File: src/rtl/mem_trace_recorder.sv
// rtl/mem_trace_recorder.sv - multi-channel memory-access trace recorder with FWFT trace FIFO
// Each channel parks one {addr, ts} in a pending slot; a round-robin arbiter moves slots into the FIFO.
module mem_trace_recorder #(
  parameter int NUM_CH = 2,
  parameter int ADDR_W = 32,
  parameter int DEPTH  = 16,
  parameter int TS_W   = 16,
  localparam int CH_W  = (NUM_CH > 1) ? $clog2(NUM_CH) : 1,
  localparam int PTR_W = $clog2(DEPTH),
  localparam int ENT_W = CH_W + TS_W + ADDR_W
) (
  input  logic                     clk_i,
  input  logic                     rst_i,
  input  logic                     enable_i,
  input  logic                     clear_i,
  input  logic [NUM_CH-1:0]        ch_valid_i,
  input  logic [NUM_CH*ADDR_W-1:0] ch_addr_i,
  output logic                     rd_valid_o,
  input  logic                     rd_ready_i,
  output logic [ENT_W-1:0]         rd_data_o,
  output logic [PTR_W:0]           level_o,
  output logic [TS_W-1:0]          drop_cnt_o
);

  localparam int               DROP_W     = TS_W + CH_W + 1;
  localparam logic [CH_W:0]    NUM_CH_EXT = (CH_W+1)'(NUM_CH);
  localparam logic [CH_W-1:0]  LAST_CH    = CH_W'(NUM_CH - 1);
  localparam logic [PTR_W:0]   DEPTH_EXT  = (PTR_W+1)'(DEPTH);
  localparam logic [DROP_W-1:0] DROP_MAX  = {{(CH_W+1){1'b0}}, {TS_W{1'b1}}};

  logic [TS_W-1:0]   ts;
  logic [NUM_CH-1:0] slot_full;
  logic [ADDR_W-1:0] slot_addr [NUM_CH];
  logic [TS_W-1:0]   slot_ts   [NUM_CH];
  logic [CH_W-1:0]   rr;
  logic [ENT_W-1:0]  mem [DEPTH];
  logic [PTR_W-1:0]  wr_ptr;
  logic [PTR_W-1:0]  rd_ptr;
  logic [PTR_W:0]    count;
  logic [TS_W-1:0]   drop_cnt;

  logic              pop;
  logic              push;
  logic              grant_valid;
  logic [CH_W-1:0]   grant_idx;
  logic [CH_W:0]     cand;
  logic [CH_W-1:0]   rr_next;
  logic [ENT_W-1:0]  push_data;
  logic [NUM_CH-1:0] slot_load;
  logic [CH_W:0]     ndrop;
  logic [DROP_W-1:0] drop_sum;
  logic [TS_W-1:0]   drop_next;

  assign rd_valid_o = (count != '0);
  assign pop        = rd_valid_o && rd_ready_i;
  assign rd_data_o  = rd_valid_o ? mem[rd_ptr] : '0;
  assign level_o    = count;
  assign drop_cnt_o = drop_cnt;

  // Round-robin search over occupied slots, starting at rr and wrapping.
  always_comb begin
    grant_valid = 1'b0;
    grant_idx   = '0;
    cand        = '0;
    for (int i = 0; i < NUM_CH; i++) begin
      cand = {1'b0, rr} + (CH_W+1)'(i);
      if (cand >= NUM_CH_EXT) begin
        cand = cand - NUM_CH_EXT;
      end
      if (!grant_valid && slot_full[cand[CH_W-1:0]]) begin
        grant_valid = 1'b1;
        grant_idx   = cand[CH_W-1:0];
      end
    end
  end

  assign push      = grant_valid && ((count != DEPTH_EXT) || pop);
  assign rr_next   = (grant_idx == LAST_CH) ? '0 : grant_idx + CH_W'(1);
  assign push_data = {grant_idx, slot_ts[grant_idx], slot_addr[grant_idx]};

  // A slot freed by this cycle's grant can take a new access at the same edge.
  always_comb begin
    slot_load = '0;
    ndrop     = '0;
    for (int c = 0; c < NUM_CH; c++) begin
      if (enable_i && ch_valid_i[c]) begin
        if (!slot_full[c] || (push && (grant_idx == CH_W'(c)))) begin
          slot_load[c] = 1'b1;
        end else begin
          ndrop = ndrop + (CH_W+1)'(1);
        end
      end
    end
    drop_sum  = {{(CH_W+1){1'b0}}, drop_cnt} + {{TS_W{1'b0}}, ndrop};
    drop_next = (drop_sum > DROP_MAX) ? {TS_W{1'b1}} : drop_sum[TS_W-1:0];
  end

  always_ff @(posedge clk_i or posedge rst_i) begin
    if (rst_i) begin
      ts        <= '0;
      slot_full <= '0;
      rr        <= '0;
      wr_ptr    <= '0;
      rd_ptr    <= '0;
      count     <= '0;
      drop_cnt  <= '0;
    end else if (clear_i) begin
      ts        <= '0;
      slot_full <= '0;
      rr        <= '0;
      wr_ptr    <= '0;
      rd_ptr    <= '0;
      count     <= '0;
      drop_cnt  <= '0;
    end else begin
      ts       <= ts + TS_W'(1);
      drop_cnt <= drop_next;
      if (push) begin
        wr_ptr <= wr_ptr + PTR_W'(1);
        rr     <= rr_next;
      end
      if (pop) begin
        rd_ptr <= rd_ptr + PTR_W'(1);
      end
      case ({push, pop})
        2'b10:   count <= count + (PTR_W+1)'(1);
        2'b01:   count <= count - (PTR_W+1)'(1);
        default: count <= count;
      endcase
      for (int c = 0; c < NUM_CH; c++) begin
        if (slot_load[c]) begin
          slot_full[c] <= 1'b1;
        end else if (push && (grant_idx == CH_W'(c))) begin
          slot_full[c] <= 1'b0;
        end
      end
    end
  end

  // Slot payload is only meaningful while slot_full is set, so it needs no flush.
  always_ff @(posedge clk_i or posedge rst_i) begin
    if (rst_i) begin
      for (int c = 0; c < NUM_CH; c++) begin
        slot_addr[c] <= '0;
        slot_ts[c]   <= '0;
      end
    end else if (!clear_i) begin
      for (int c = 0; c < NUM_CH; c++) begin
        if (slot_load[c]) begin
          slot_addr[c] <= ch_addr_i[c*ADDR_W +: ADDR_W];
          slot_ts[c]   <= ts;
        end
      end
    end
  end

  always_ff @(posedge clk_i) begin
    if (push && !clear_i) begin
      mem[wr_ptr] <= push_data;
    end
  end

endmodule

File: config.mk
export PLATFORM = sky130hd
export DESIGN_NAME = mem_trace_recorder
export DESIGN_NICKNAME = d
export VERILOG_FILES = /design/src/rtl/mem_trace_recorder.sv
export SDC_FILE = /design/constraint.sdc
export NUM_CORES = 1
export LEC_CHECK = 0
export BUFFER_PORTS_ARGS = -buffer_cell sky130_fd_sc_hd__buf_2
export CAP_MARGIN = 10
export CORE_ASPECT_RATIO = 1.5
export CORE_MARGIN = 5
export CORE_UTILIZATION = 45
export DETAILED_ROUTE_END_ITERATION = 8
export PLACE_DENSITY = 0.7
export SLEW_MARGIN = 5
export SYNTH_ARGS = -nofsm -noshare
export SYNTH_HDL_FRONTEND = slang
export SYNTH_SLANG_ARGS = --single-unit
File: constraint.sdc
create_clock -name clk_i -period 9.56 [get_ports clk_i]
set_input_delay 1.912 -clock clk_i [delete_from_list [all_inputs] [get_ports clk_i]]
set_output_delay 1.912 -clock clk_i [all_outputs]
set_load 0.01 [all_outputs]
==> impl_metrics.env, run 1 <==
export IMPL_yosysUniqueCellTypes=58
export IMPL_cp_max_fo=55
export IMPL_grt_pass1_vias=19370
export IMPL_cts_buffers=85
export IMPL_synthArstFlopShare_pct=15.52
export IMPL_synthAdderAreaFrac_pct=0.5202
export IMPL_final_net_count=2096
export IMPL_setup_tns_final_ns=0
export IMPL_drtPass1Iterations=5
export IMPL_dpl_hpwl_um=41180
export IMPL_final_common_cell="edfxtp_1"
export IMPL_synthFlopType="edfxtp_1"
export IMPL_routed_wl_um=81770
export IMPL_synth_top_area_share_pct=64.40
export IMPL_maxCapViolations=0
export IMPL_yosysTopAreaCell="edfxtp_1"
export IMPL_arrival_ns=3.99
export IMPL_powerDensity_mw_per_mm2=238.0
export IMPL_avgSynthCellArea_sq_um=19.80
export IMPL_worstMarginPinSlew_ns=1.175
export IMPL_startpoint_type="register"
export IMPL_synth_xor_area_share_pct=0.6229
export IMPL_start_util_pct=45.20
export IMPL_clockPowerShare_pct=35.0
export IMPL_synthMuxAreaShare_pct=18.12
export IMPL_skew_ns=0.01747
export IMPL_drt_initial_drc_count=1444
export IMPL_drtAntennaViolNets=0
export IMPL_cts_buffer_depth=3
export IMPL_drc_errors=0
export IMPL_synth_top_family_by_area="multiplexers"
export IMPL_viasPerCell=5.824
export IMPL_intPower_w=0.007229
export IMPL_place_gp_congestion=0.7523
export IMPL_synthCells=1846
export IMPL_io_pins=142
export IMPL_die_width_um=242.7
export IMPL_grt_pass1_wl_um=122700
export IMPL_cts_clk_slew_worst_paths_ns=0.06
export IMPL_slew_violations=0
export IMPL_finalHoldViolCount=0
export IMPL_relSlewSlack_pct=21.39
export IMPL_cts_htree_levels=3
export IMPL_rows=128
export IMPL_cts_hold_buf=0
export IMPL_cpMaxStageDelayCell="dfrtp_4"
export IMPL_setup_viol=0
export IMPL_yosysSeqAreaShare_pct=74.25
export IMPL_drive_gt1_share_pct=30.15
export IMPL_syn_nets=1931
export IMPL_portBuffers=141
export IMPL_yosys_area_share_simple_pct=3.344
export IMPL_antenna_found_initial=2
export IMPL_yosys_top_cells_area="edfxtp_1 64%, mux4_2 12%, dfrtp_1 9.9%"
export IMPL_cts_sinks=928
export IMPL_p_leak_nw=13.95
export IMPL_ir_drop_v=0.0002169
export IMPL_post_cts_buffers=0
export IMPL_grt_use_total_pct=18.69
export IMPL_grt_max_degree=77
export IMPL_dp_cells=2964
export IMPL_die_area_sq_mm=0.08716
export IMPL_worstSetupEndpointType="primary output"
export IMPL_grt_overflow=0
export IMPL_netlist_area_sq_mm=0.03656
export IMPL_power_w=0.009830
export IMPL_yosys_warnings=0
export IMPL_p_seq_share_pct=47.8
export IMPL_max_freq_mhz=169.5
export IMPL_worstPathRequired_ns=7.65
export IMPL_p_comb_share_pct=17.2
export IMPL_wl_per_cell_um=26.17
export IMPL_clk_latency_ns=0.65
export IMPL_path_class="reg2out"
export IMPL_ys_ff_latch=928
export IMPL_stdcell_count=3124
export IMPL_synth_compound_area_share_pct=1.810
export IMPL_cts_resized=0
export IMPL_crit_chain="buf_4, mux4_2, mux2i_1, o22ai_1, buf_2"
export IMPL_area_delta_synth_final_pct=12.97
export IMPL_core_area_sq_mm=0.08088
export IMPL_vias=18190
export IMPL_netSwitchingFraction_pct=26.46
export IMPL_cts_root_buf="clkbuf_16"
export IMPL_switchingPower_w=0.002601
export IMPL_post_route_period_util_pct=61.70
export IMPL_mostFrequentLayoutCells="784 x edfxtp_1, 196 x mux4_2, 157 x nand2_1"
export IMPL_hold_path_class="reg2reg"
export IMPL_layout_min_cycle_time_ns=5.899
export IMPL_synth_edf_count=784
export IMPL_die_y_um=359.1
export IMPL_rrSetupSlack_ns=5.42
export IMPL_cts_tree="yes"
export IMPL_status="finished, final reports clean"
export IMPL_cpPeakStageDelay_ns=1.05
export IMPL_rsz0062_at_grt="no"
-- layout make-up --
| cell class | count | area, sq um |
|---|---|---|
| Tap cell | 1040 | 1301 |
| Clock inverter | 51 | 555.5 |
| Inverter | 13 | 53.80 |
| Multi-Input combinational cell | 809 | 9005 |
| Antenna cell | 1 | 2.502 |
| Sequential cell | 928 | 27160 |
| Timing Repair Buffer | 174 | 953.4 |
| Clock buffer | 108 | 2273 |
| Fill cell | 6283 | 39580 |
-- logic make-up after synthesis --
kind of cell               Yosys count
DFF                                928
muxes                              397
and+or+nand+nor                    269
buffers and inverters              109
AOI/OAI and AO/OA                  103
xor gates and xnor gates            26
adders and majority gates           14
-- cells in the mapped netlist, drive strengths merged (2+ instances only) --
cell type / count
o31ai: 2
and4: 2
clkbuf: 44
nand2b: 5
xnor2: 16
mux2: 98
a21oi: 23
inv: 13
mux2i: 103
xor2: 10
nand2: 158
nor2: 31
dfrtp: 144
nor4: 4
or4: 4
a31oi: 2
o211ai: 3
ha: 12
or3: 2
nor3: 9
nor2b: 5
fa: 2
or2: 4
nand3: 10
mux4: 196
nand4: 11
edfxtp: 784
o22ai: 49
a211oi: 7
and3: 6
buf: 52
and2: 13
o21ai: 7
-- routing by layer --
layer / track usage (%) / up-vias / routed length [um]
met5: 0 / - / 13
met4: 5.087 / 2 / 1629
met3: 3.554 / 99 / 5467
met2: 32.26 / 658 / 42040
met1: 24.55 / 9698 / 32620
li1: - / 7737 / -
-- per-stage QoR --
| stage | cell area (sq um) | utilization, % | setup WS, ns | hold slack [ns] |
|---|---|---|---|---|
| final | 41300 | 51.07 | 3.661 | 0.5016 |
| after global routing | 41300 | 51.06 | 3.248 | 0.5191 |
| after CTS | 41300 | 51.06 | 3.484 | 0.4996 |
| after detailed placement | 38470 | 47.57 | 4.187 | 0.4856 |
| after global placement | 38470 | 47.57 | 4.203 | 0.4671 |
| after floorplan | 36560 | - | 3.782 | 0.4580 |
-- flip-flops by register name, indices dropped and copies added, names as in the netlist --
signal      count
rd_ptr          4
ts             16
wr_ptr          4
slot_ts        32
level_o         5
slot_addr      64
slot_full       2
rr              1
drop_cnt_o     16
mem           784
-- critical path, delay by kind of cell (launching register included) --
family                 cells  cell delay [ns]
buffers and inverters      2             1.14
DFF                        1             1.05
AOI/OAI and AO/OA          1             0.18
muxes                      2             0.79
-- final timing paths --
| path | start | end | cells after the start |
|---|---|---|---|
| worst max-delay path | rd_ptr[0] | rd_data_o[1] | 5 |
| worst min-delay path | slot_ts[21] | slot_ts[21] | 1 |
| worst max register to register | level_o[0] | drop_cnt_o[0] | 13 |
| worst min register to register | slot_ts[21] | slot_ts[21] | 1 |
| max in group asynchronous | rst_i | slot_addr[19] | 3 |
| min in group asynchronous | rst_i | slot_addr[36] | 2 |
-- power groups by stage --
stage,logic [W],registers [W],clock network [W]
4_1_cts,0.00172,0.00470,0.00350
3_5_place_dp,0.00172,0.00479,0
5_1_grt,0.00182,0.00472,0.00368
3_3_place_gp,0.00168,0.00478,0
6_report,0.00169,0.00470,0.00344
2_1_floorplan,0.00115,0.00472,0
(Power assumes the default switching activity.)
==> run 2: changes to the inputs <==
clock period = 5.85 ns   (was 9.56 ns; I/O delays follow)
==> run 2 against run 1 <==
- first-iteration DRC count about the same
- via count decreased by 1.3%
- cell area increased by 0.34%
- sequential share of layout area decreased by 0.22 points
- total power increased by 61%
- critical endpoint is now rd_data_o[46]
- largest power group unchanged
==> impl_metrics.env, run 2 (synthesis gave the netlist of run 1 again) <==
export IMPL_ir_drop_v=0.0002839
export IMPL_max_freq_mhz=202.5
export IMPL_final_common_cell="edfxtp_1"
export IMPL_cp_max_fo=22
export IMPL_worstSetupEndpointType="primary output"
export IMPL_largest_register_ffs=784
export IMPL_post_route_period_util_pct=84.43
export IMPL_die_width_um=242.7
export IMPL_vias=17950
export IMPL_dp_slack_ns=1.262
export IMPL_hold_path_class="reg2reg"
export IMPL_cts_tree="yes"
export IMPL_cts_clk_slew_worst_paths_ns=0.06
export IMPL_status="finished, final reports clean"
export IMPL_wl_per_cell_um=25.39
export IMPL_cts_hold_buf=0
export IMPL_viasPerCell=5.722
export IMPL_cts_htree_levels=3
export IMPL_fin_ws_ns=0.9107
export IMPL_drive_gt1_share_pct=30.47
export IMPL_area_delta_synth_final_pct=13.36
export IMPL_worstMarginPinSlew_ns=1.157
export IMPL_io_pins=142
export IMPL_drt_initial_drc_count=1443
export IMPL_core_area_sq_mm=0.08088
export IMPL_routed_wl_um=79650
export IMPL_path_class="reg2out"
export IMPL_portBuffers=141
export IMPL_holdPathStages=1
export IMPL_worstPathRequired_ns=4.68
export IMPL_maxCapViolations=0
export IMPL_powerDensity_mw_per_mm2=382.7
export IMPL_rsz0062_at_grt="no"
export IMPL_mostFrequentLayoutCells="784 x edfxtp_1, 196 x mux4_2, 157 x nand2_1"
export IMPL_grt_max_degree=145
export IMPL_clk_latency_ns=0.66
export IMPL_setup_tns_final_ns=0
export IMPL_place_area_sq_mm=0.03868
export IMPL_grt_overflow=0
export IMPL_die_area_sq_mm=0.08716
export IMPL_antenna_found_initial=0
export IMPL_setup_viol=0
export IMPL_p_leak_nw=14.02
export IMPL_grt_use_total_pct=18.37
export IMPL_top_register="mem"
export IMPL_grt_pass1_wl_um=122300
export IMPL_drtAntennaViolNets=0
export IMPL_cts_resized=0
export IMPL_slew_violations=0
export IMPL_layout_min_cycle_time_ns=4.939
export IMPL_startpoint_type="register"
export IMPL_r2r_cells=13
export IMPL_final_area_sq_mm=0.04144
export IMPL_cts_buffer_depth=3
export IMPL_final_net_count=2112
export IMPL_drc_errors=0
export IMPL_n_antenna_cell=0
export IMPL_finalHoldViolCount=0
export IMPL_start_util_pct=45.20
export IMPL_grt_pass1_vias=19350
export IMPL_drtPass1Iterations=5
export IMPL_die_y_um=359.1
export IMPL_cts_root_buf="clkbuf_16"
export IMPL_cts_buffers=86
export IMPL_skew_ns=0.02804
export IMPL_post_cts_buffers=0
export IMPL_dpl_hpwl_um=44620
export IMPL_place_gp_congestion=0.7705
export IMPL_top_regs="mem x784, slot_addr x64, slot_ts x32"
export IMPL_cts_sinks=928
export IMPL_relSlewSlack_pct=22.85
export IMPL_arrival_ns=3.77
export IMPL_rows=128
[run 2: changes by cell type in the layout (fill, tap and decap cells not counted), moves of 4 or more]
cell,before,now
clkbuf_1,17,26
buf_4,33,40
bufinv_16,9,3
inv_6,8,4
clkinv_1,13,7
buf_12,0,8
[run 2: per-stage QoR]
step | power [W] | hold WS, ns | instances | util, %
after floorplan | 0.009597 | 0.4580 | 1846 | -
after global placement | 0.01054 | 0.4679 | 2979 | 47.83
after detailed placement | 0.01062 | 0.4792 | 2979 | 47.83
after CTS | 0.01606 | 0.4938 | 3137 | 51.24
after global routing | 0.01654 | 0.4991 | 3137 | 51.24
final | 0.01586 | 0.4971 | 3137 | 51.24
[run 2: worst max-delay path, stage by stage (launching register included)]
cell and delay, ns:
dfrtp_1 0.49, or4_1 0.73, nor2_1 0.29, or2_2 0.68, buf_4 0.45, o22ai_1 0.26
buf_2 0.20
[run 2: worst paths after layout]
check                                 start             to  slack, ns
worst max-delay path             level_o[0]  rd_data_o[46]       0.91
worst min-delay path            slot_ts[17]    slot_ts[17]       0.50
worst max register to register   level_o[0]  drop_cnt_o[8]       1.73
worst min register to register  slot_ts[17]    slot_ts[17]       0.50
max in group asynchronous             rst_i      rd_ptr[1]       4.40
min in group asynchronous             rst_i  slot_addr[36]       0.70
[run 2: final cells by class]
class	instances	area (sq um)
Fill cell	6292	39440
Multi-Input combinational cell	809	9005
Inverter	13	53.80
Timing Repair Buffer	189	1166
Clock buffer	121	2374
Sequential cell	928	27160
Tap cell	1040	1301
Clock inverter	37	385.4
[run 2: per-layer routing]
metal | wire length (um) | track usage [%]
met1 | 31700 | 23.95
met2 | 42170 | 32.41
met3 | 4197 | 3.049
met4 | 1585 | 4.597
met5 | 0 | 0
[run 2: report_power, final]
part / leakage, nW / total [W] / internal (W) / switching, W
sequential: 9.04 / 0.00769 / 0.00751 / 0.000174
combinational: 3.64 / 0.00274 / 0.00116 / 0.00158
clock: 1.34 / 0.00543 / 0.00301 / 0.00242
total: 14.0 / 0.0159 / 0.0117 / 0.00418
